### config.mk
export PLATFORM = sky130hd
export DESIGN_NAME = alu_issue_ctrl_flat
export DESIGN_NICKNAME = d
export VERILOG_FILES = /design/src/rtl/alu_issue_ctrl_if.sv /design/src/rtl/alu_issue_ctrl.sv /design/src/flat_wrapper.sv
export SDC_FILE = /design/constraint.sdc
export NUM_CORES = 1
export LEC_CHECK = 0
export CAP_MARGIN = 0
export CORE_MARGIN = 2
export CORE_UTILIZATION = 30
export DETAILED_ROUTE_END_ITERATION = 10
export PLACE_DENSITY = 0.62
export SETUP_SLACK_MARGIN = 0.5
export SLEW_MARGIN = 30
export SYNTH_ARGS = -nofsm -noshare
export SYNTH_HDL_FRONTEND = slang
export SYNTH_SLANG_ARGS = --single-unit
### constraint.sdc
create_clock -name soc_clk -period 3.75 [get_ports soc_clk]
set_clock_uncertainty 0.1 [all_clocks]
set_input_delay 0.375 -clock soc_clk [delete_from_list [all_inputs] [get_ports soc_clk]]
set_output_delay 0.375 -clock soc_clk [all_outputs]
set_load 0.01 [all_outputs]
### src/rtl/alu_issue_ctrl_if.sv
// ---------------------------------------------------------------------------
// alu_issue_ctrl_if
//
// Bundles every handshake and bus signal around the ALU issue controller:
//   request side : req_valid/req_ready, req_dat1, req_dat2, req_op, req_rd
//   ALU side     : dat_ready, ALU_dat1, ALU_dat2, Instruction_to_ALU (toward ALU)
//                  ALU_ready, ALU_out, ALU_overflow, ALU_con_met, ALU_zero (from ALU)
//   result side  : res_valid/res_ready, res_data, res_rd, res_flags,
//                  res_branch, res_err
//
// Modports:
//   slave  - the issue controller itself
//   master - the surrounding environment (IDU/CU, ALU and result consumer)
// ---------------------------------------------------------------------------
interface alu_issue_ctrl_if;

    // Request from IDU/CU
    logic        req_valid;
    logic        req_ready;
    logic [31:0] req_dat1;
    logic [31:0] req_dat2;
    logic [4:0]  req_op;
    logic [4:0]  req_rd;

    // Toward the ALU
    logic        dat_ready;
    logic [31:0] ALU_dat1;
    logic [31:0] ALU_dat2;
    logic [4:0]  Instruction_to_ALU;

    // From the ALU
    logic        ALU_ready;
    logic        ALU_overflow;
    logic        ALU_con_met;
    logic        ALU_zero;
    logic [31:0] ALU_out;

    // Result toward the consumer
    logic        res_valid;
    logic        res_ready;
    logic [31:0] res_data;
    logic [4:0]  res_rd;
    logic [2:0]  res_flags;
    logic        res_branch;
    logic        res_err;

    modport slave (
        input  req_valid, req_dat1, req_dat2, req_op, req_rd,
        output req_ready,
        output dat_ready, ALU_dat1, ALU_dat2, Instruction_to_ALU,
        input  ALU_ready, ALU_overflow, ALU_con_met, ALU_zero, ALU_out,
        output res_valid, res_data, res_rd, res_flags, res_branch, res_err,
        input  res_ready
    );

    modport master (
        output req_valid, req_dat1, req_dat2, req_op, req_rd,
        input  req_ready,
        input  dat_ready, ALU_dat1, ALU_dat2, Instruction_to_ALU,
        output ALU_ready, ALU_overflow, ALU_con_met, ALU_zero, ALU_out,
        input  res_valid, res_data, res_rd, res_flags, res_branch, res_err,
        output res_ready
    );

endinterface

### src/rtl/alu_issue_ctrl.sv
// ---------------------------------------------------------------------------
// alu_issue_ctrl
//
// Issues one operation at a time from the IDU/CU to an ALU and returns the
// captured result with a valid/ready handshake.
//
// Flow: IDLE --accept--> BUSY (dat_ready high, waits for ALU_ready or timeout)
//       --> GAP (one cycle, dat_ready low) --> DONE (res_valid until res_ready)
//       --> IDLE.  Invalid opcodes (16-31) skip straight from IDLE to DONE
//       with res_err set and never touch the ALU.
//
// Ports:
//   soc_clk  - system clock, rising edge
//   reset    - asynchronous, active-high reset
//   bus      - alu_issue_ctrl_if.slave: request, ALU and result signals
//
// Parameter:
//   TIMEOUT_CYCLES - maximum cycles spent in BUSY waiting for ALU_ready (>=1)
// ---------------------------------------------------------------------------
module alu_issue_ctrl #(
    parameter int TIMEOUT_CYCLES = 8
) (
    input  logic             soc_clk,
    input  logic             reset,
    alu_issue_ctrl_if.slave  bus
);

    localparam int CNT_W = (TIMEOUT_CYCLES > 1) ? $clog2(TIMEOUT_CYCLES) : 1;
    localparam logic [CNT_W-1:0] CNT_LAST = CNT_W'(TIMEOUT_CYCLES - 1);

    typedef enum logic [1:0] {
        IDLE = 2'd0,
        BUSY = 2'd1,
        GAP  = 2'd2,
        DONE = 2'd3
    } state_t;

    // Opcode classification: 0-5 branch, 6-15 I/R, 16-31 invalid.
    function automatic logic is_invalid_op(input logic [4:0] op);
        return op[4];
    endfunction

    function automatic logic is_branch_op(input logic [4:0] op);
        return (op <= 5'd5);
    endfunction

    state_t           state;
    state_t           state_nxt;
    logic [CNT_W-1:0] cnt_p0;

    // Control strobes from the next-state logic
    logic             accept;
    logic             cap_ok;
    logic             cap_tmo;
    logic             req_ready_c;
    logic             dat_ready_c;
    logic             res_valid_c;

    // Operand stage: latched on accept, held stable toward the ALU
    logic [31:0]      dat1_p0;
    logic [31:0]      dat2_p0;
    logic [4:0]       op_p0;
    logic [4:0]       rd_p0;

    // Result stage: captured at the end of BUSY (or on an invalid accept)
    logic [31:0]      res_data_p1;
    logic [2:0]       res_flags_p1;
    logic             res_branch_p1;
    logic             res_err_p1;

    // ---------------------------------------------------------------------
    // State register
    // ---------------------------------------------------------------------
    always_ff @(posedge soc_clk or posedge reset) begin
        if (reset) begin
            state <= IDLE;
        end else begin
            state <= state_nxt;
        end
    end

    // ---------------------------------------------------------------------
    // Next-state and handshake outputs
    // ---------------------------------------------------------------------
    always_comb begin
        state_nxt   = state;
        req_ready_c = 1'b0;
        dat_ready_c = 1'b0;
        res_valid_c = 1'b0;
        accept      = 1'b0;
        cap_ok      = 1'b0;
        cap_tmo     = 1'b0;

        case (state)
            IDLE: begin
                req_ready_c = 1'b1;
                if (bus.req_valid) begin
                    accept    = 1'b1;
                    state_nxt = is_invalid_op(bus.req_op) ? DONE : BUSY;
                end
            end

            BUSY: begin
                dat_ready_c = 1'b1;
                // ALU_ready takes priority over the final timeout cycle.
                if (bus.ALU_ready) begin
                    cap_ok    = 1'b1;
                    state_nxt = GAP;
                end else if (cnt_p0 == CNT_LAST) begin
                    cap_tmo   = 1'b1;
                    state_nxt = GAP;
                end
            end

            // One dead cycle so the ALU always sees dat_ready low between
            // back-to-back operations.
            GAP: begin
                state_nxt = DONE;
            end

            DONE: begin
                res_valid_c = 1'b1;
                if (bus.res_ready) begin
                    state_nxt = IDLE;
                end
            end

            default: begin
                state_nxt = IDLE;
            end
        endcase
    end

    // ---------------------------------------------------------------------
    // BUSY cycle counter: 0 on entry, +1 each cycle spent in BUSY
    // ---------------------------------------------------------------------
    always_ff @(posedge soc_clk or posedge reset) begin
        if (reset) begin
            cnt_p0 <= '0;
        end else if ((state == BUSY) && (state_nxt == BUSY)) begin
            cnt_p0 <= cnt_p0 + 1'b1;
        end else begin
            cnt_p0 <= '0;
        end
    end

    // ---------------------------------------------------------------------
    // Operand stage
    // ---------------------------------------------------------------------
    always_ff @(posedge soc_clk or posedge reset) begin
        if (reset) begin
            dat1_p0 <= '0;
            dat2_p0 <= '0;
            op_p0   <= '0;
            rd_p0   <= '0;
        end else if (accept) begin
            dat1_p0 <= bus.req_dat1;
            dat2_p0 <= bus.req_dat2;
            op_p0   <= bus.req_op;
            rd_p0   <= bus.req_rd;
        end
    end

    // ---------------------------------------------------------------------
    // Result stage
    // ---------------------------------------------------------------------
    always_ff @(posedge soc_clk or posedge reset) begin
        if (reset) begin
            res_data_p1   <= '0;
            res_flags_p1  <= '0;
            res_branch_p1 <= 1'b0;
            res_err_p1    <= 1'b0;
        end else begin
            // Invalid opcode: error result is ready right away, ALU untouched.
            if (accept && is_invalid_op(bus.req_op)) begin
                res_data_p1   <= '0;
                res_flags_p1  <= '0;
                res_branch_p1 <= 1'b0;
                res_err_p1    <= 1'b1;
            end

            if (cap_ok) begin
                res_data_p1   <= bus.ALU_out;
                res_flags_p1  <= {bus.ALU_overflow, bus.ALU_con_met, bus.ALU_zero};
                res_branch_p1 <= is_branch_op(op_p0);
                res_err_p1    <= 1'b0;
            end

            // Timeout: report an error with a cleared payload.
            if (cap_tmo) begin
                res_data_p1   <= '0;
                res_flags_p1  <= '0;
                res_branch_p1 <= 1'b0;
                res_err_p1    <= 1'b1;
            end
        end
    end

    // ---------------------------------------------------------------------
    // Output mapping
    // ---------------------------------------------------------------------
    assign bus.req_ready          = req_ready_c;
    assign bus.dat_ready          = dat_ready_c;
    assign bus.res_valid          = res_valid_c;

    assign bus.ALU_dat1           = dat1_p0;
    assign bus.ALU_dat2           = dat2_p0;
    assign bus.Instruction_to_ALU = op_p0;

    assign bus.res_data           = res_data_p1;
    assign bus.res_rd             = rd_p0;
    assign bus.res_flags          = res_flags_p1;
    assign bus.res_branch         = res_branch_p1;
    assign bus.res_err            = res_err_p1;

endmodule

### src/flat_wrapper.sv
// flat-port wrapper written by rule: the top's interface ports become plain ports
module alu_issue_ctrl_flat 
#(
    parameter int TIMEOUT_CYCLES = 8
)
  (soc_clk, reset, bus_req_valid, bus_req_dat1, bus_req_dat2, bus_req_op, bus_req_rd, bus_req_ready, bus_dat_ready, bus_ALU_dat1, bus_ALU_dat2, bus_Instruction_to_ALU, bus_ALU_ready, bus_ALU_overflow, bus_ALU_con_met, bus_ALU_zero, bus_ALU_out, bus_res_valid, bus_res_data, bus_res_rd, bus_res_flags, bus_res_branch, bus_res_err, bus_res_ready);
  alu_issue_ctrl_if bus_i ();
  input  logic soc_clk;
  input  logic reset;
  input wire logic [$bits(bus_i.req_valid)-1:0] bus_req_valid;
  input wire logic [$bits(bus_i.req_dat1)-1:0] bus_req_dat1;
  input wire logic [$bits(bus_i.req_dat2)-1:0] bus_req_dat2;
  input wire logic [$bits(bus_i.req_op)-1:0] bus_req_op;
  input wire logic [$bits(bus_i.req_rd)-1:0] bus_req_rd;
  output wire logic [$bits(bus_i.req_ready)-1:0] bus_req_ready;
  output wire logic [$bits(bus_i.dat_ready)-1:0] bus_dat_ready;
  output wire logic [$bits(bus_i.ALU_dat1)-1:0] bus_ALU_dat1;
  output wire logic [$bits(bus_i.ALU_dat2)-1:0] bus_ALU_dat2;
  output wire logic [$bits(bus_i.Instruction_to_ALU)-1:0] bus_Instruction_to_ALU;
  input wire logic [$bits(bus_i.ALU_ready)-1:0] bus_ALU_ready;
  input wire logic [$bits(bus_i.ALU_overflow)-1:0] bus_ALU_overflow;
  input wire logic [$bits(bus_i.ALU_con_met)-1:0] bus_ALU_con_met;
  input wire logic [$bits(bus_i.ALU_zero)-1:0] bus_ALU_zero;
  input wire logic [$bits(bus_i.ALU_out)-1:0] bus_ALU_out;
  output wire logic [$bits(bus_i.res_valid)-1:0] bus_res_valid;
  output wire logic [$bits(bus_i.res_data)-1:0] bus_res_data;
  output wire logic [$bits(bus_i.res_rd)-1:0] bus_res_rd;
  output wire logic [$bits(bus_i.res_flags)-1:0] bus_res_flags;
  output wire logic [$bits(bus_i.res_branch)-1:0] bus_res_branch;
  output wire logic [$bits(bus_i.res_err)-1:0] bus_res_err;
  input wire logic [$bits(bus_i.res_ready)-1:0] bus_res_ready;
  assign bus_i.req_valid = bus_req_valid;
  assign bus_i.req_dat1 = bus_req_dat1;
  assign bus_i.req_dat2 = bus_req_dat2;
  assign bus_i.req_op = bus_req_op;
  assign bus_i.req_rd = bus_req_rd;
  assign bus_req_ready = bus_i.req_ready;
  assign bus_dat_ready = bus_i.dat_ready;
  assign bus_ALU_dat1 = bus_i.ALU_dat1;
  assign bus_ALU_dat2 = bus_i.ALU_dat2;
  assign bus_Instruction_to_ALU = bus_i.Instruction_to_ALU;
  assign bus_i.ALU_ready = bus_ALU_ready;
  assign bus_i.ALU_overflow = bus_ALU_overflow;
  assign bus_i.ALU_con_met = bus_ALU_con_met;
  assign bus_i.ALU_zero = bus_ALU_zero;
  assign bus_i.ALU_out = bus_ALU_out;
  assign bus_res_valid = bus_i.res_valid;
  assign bus_res_data = bus_i.res_data;
  assign bus_res_rd = bus_i.res_rd;
  assign bus_res_flags = bus_i.res_flags;
  assign bus_res_branch = bus_i.res_branch;
  assign bus_res_err = bus_i.res_err;
  assign bus_i.res_ready = bus_res_ready;
  alu_issue_ctrl #(.TIMEOUT_CYCLES(TIMEOUT_CYCLES)) u_core (.soc_clk(soc_clk), .reset(reset), .bus(bus_i));
endmodule
==> results.toml <==
[global_routing]
track_usage_pct = 15.4
gr-total-overflow = 0
grt_antenna_before_repair = 0
first_global_vias = 3520
grt_start_max_net_pins = 117
first_pass_grt_wire_length_um = 19100

[pwr]
leakagePower_nw = 3.27
sequential_share_of_power_pct = 33.2
vdd_drop_max_mv = 0.439
design_power_total_mw = 6.77
gate_power_share_pct = 43.1
power_switching_share_pct = 28.7
cellInternalPower_mw = 4.83
pwr_density_cell_mw_per_mm2 = 898
power.net_switching_mw = 1.95
clock_power_share_pct = 23.7

[layout]
ff_latch_area_sq_mm = 0.00290
insertedDiodeCount = 0
fin_util_pct = 51.5
multi_input_area_sq_mm = 0.00147
num-fill-cells = 1239
final_area_sq_mm = 0.00754
final_nets = 616
final_layout_size_suffix_gt1_share_pct = 20.7
final_cells = 697
flow.area_growth_from_synthesis_pct = 66.5

[detailed_routing]
drt.antenna.violating_nets = 0
remaining_drc_errors = 0
wl_um = 12100
route.vias.total = 3134
routed_wire_length_per_instance_um = 17.3
drt_iter0_drc = 99
route.detailed.vias_per_inst = 4.50
drtPass1Iterations = 4

[setup_path]
cp_data_required_time_ns = 3.27
worst_setup_path_start_kind = "flop"
critical_path_peak_fanout = 7
worstPathArrival_ns = 1.72
critical_setup_path_kind = "flop to output port"
setup.worst_path.end_class = "output port"

[sta]
setup_total_negative_slack_ns = 0
final.hold.worst_slack_ns = 0.340
fin_ws_ns = 1.56
layout_worst_path_cycle_share_pct = 58.4
maxSlewHeadroom_pct = 58.1
count_of_final_setup_violators = 0
unrepaired_setup_endpoints_after_global_routing = "no"
final_hold_vios = 0
fmax_mhz = 456
measured_slew_at_the_worst_slew_check_pin_ns = 0.628
layout_min_cycle_time_ns = 2.19
pins_over_their_slew_limit = 0

[yosys]
syn-num-nets = 382
ys_async_sr_fraction_pct = 100
synth-seq-area-share_pct = 64.1
syn_area_sq_mm = 0.00453
synth_largest_type_area_fraction_pct = 64.1
netlist_instances = 266
ys_ff_latch = 116
synth_common_cells = "dfrtp_1 (116), mux2_4 (49), a22o_1 (36)"
post_synth_num_cell_types = 22
ys.flop_type = "dfrtp_1"
yosys.cell_count.top_type = "dfrtp_1"
synth_edf_count = 0
synth.top_cells.by_area = "dfrtp_1 (64%), mux2_4 (16%), a22o_1 (7.0%)"
synth_top_area_cell = "dfrtp_1"
yosys_warnings = 0
synth.avg_cell_area_sq_um = 17.0

[placement]
gp_routability_congestion = 0.724
detailedPlace.worstSlack_ns = 1.44
dp_cells = 665
dpl-instance-area_sq_mm = 0.00695
dp.final_hpwl_um = 8330
portBuffers = 227

[clocking]
cts-root-buf = "clkbuf_16"
hold_bufs_inserted_after_cts = 0
numCtsBuffers = 17
cts.repair_timing.setup_buffer_count = 0
htree_levels = 4
clockBufferDepth = 2
cts.repair.resized = 0
clkSlewWorstSetupHoldPaths_ns = 0.05
clock_tree_from_tritoncts = "built"
insertion_delay_ns = 0.41
tritoncts_num_sinks = 116

[floorplanning]
design.die.area_sq_mm = 0.0161
placement_rows = 44
initial_utilization_pct = 30.9
die_width_um = 127
die_y_um = 127
top_level_ports = 228
core-area_sq_mm = 0.0146

[flow_run]
maxCapViolations = 0

[min_path]
hp-class = "flop to flop"

[status]
outcome = "completed"
-- final cells by class --
cell class	instances	share of cell area, %
Clock buffer	24	6.65
Clock inverter	8	1.29
Inverter	2	0.149
Multi-Input combinational cell	132	19.5
Sequential cell	116	38.5
Tap cell	184	3.05
Timing Repair Buffer	231	30.8
-- critical path, cell delays in order (launching register included) --
cell and delay (ns):
dfrtp_1 0.45, nor2b_2 0.27, clkdlybuf4s50_1 0.59
-- cells in the final DEF, fill, tap and decap left out, drive strengths merged, types with 2 or more instances in the layout --
cell	netlist	routed
dfrtp	116	116
a22o	36	36
clkinvlp	0	4
nand2	4	4
clkdlybuf4s50	0	227
and2	3	3
clkinv	0	3
nor2	4	4
clkbuf	0	24
and3	2	2
mux2	74	74
ha	2	2
buf	16	4
bufinv	0	2
-- kinds of logic (layout without fill, tap and decap cells) --
logic type	Yosys count	in the layout	synth area share, %
adders and majority gates	2	2	0.552
buffers and inverters	18	265	3.40
DFF	116	116	64.1
and+or+nand+nor	15	15	1.77
muxes	74	74	22.5
AOI/OAI and AO/OA	41	41	7.76
-- power groups by stage --
stage	Combinational (mW)	Clock, mW	Sequential [mW]
detailed placement	2.95	0	2.26
global placement	2.92	0	2.25
floorplan	1.13	0	2.50
finish	2.92	1.61	2.25
CTS	2.97	1.65	2.26
global route	3.10	1.71	2.33
-- flip-flops by register name (all words and copies together), names as in the netlist --
register,cells
u_core.bus.res_branch,1
u_core.bus.res_data,32
u_core.bus.ALU_dat1,32
u_core.state,2
u_core.cnt_p0,3
u_core.bus.res_rd,5
u_core.bus.res_err,1
u_core.bus.Instruction_to_ALU,5
u_core.bus.res_flags,3
u_core.bus.ALU_dat2,32
-- per-layer routing --
layer | track usage [%] | share of wire (%) | up-vias
li1 | - | - | 1430
met1 | 18.7 | 43 | 1548
met2 | 24.2 | 47 | 146
met3 | 7.38 | 8.9 | 10
met4 | 4.72 | 1.1 | 0
met5 | 0 | 0 | -
-- path summary, 6_finish.rpt --
| path | startpoint | endpoint | cells after the start | slack [ns] |
|---|---|---|---|---|
| setup / recovery | u_core.state[0] | bus_dat_ready | 2 | 1.56 |
| hold / removal | u_core.cnt_p0[0] | u_core.cnt_p0[0] | 1 | 0.34 |
| setup reg to reg | u_core.cnt_p0[0] | u_core.bus.res_data[11] | 6 | 1.60 |
| hold reg to reg | u_core.cnt_p0[0] | u_core.cnt_p0[0] | 1 | 0.34 |
| max in group asynchronous | reset | u_core.bus.res_branch | 3 | 2.65 |
| min in group asynchronous | reset | u_core.bus.ALU_dat1[10] | 3 | 0.44 |
Note: power is estimated with default switching activity, not from simulation.
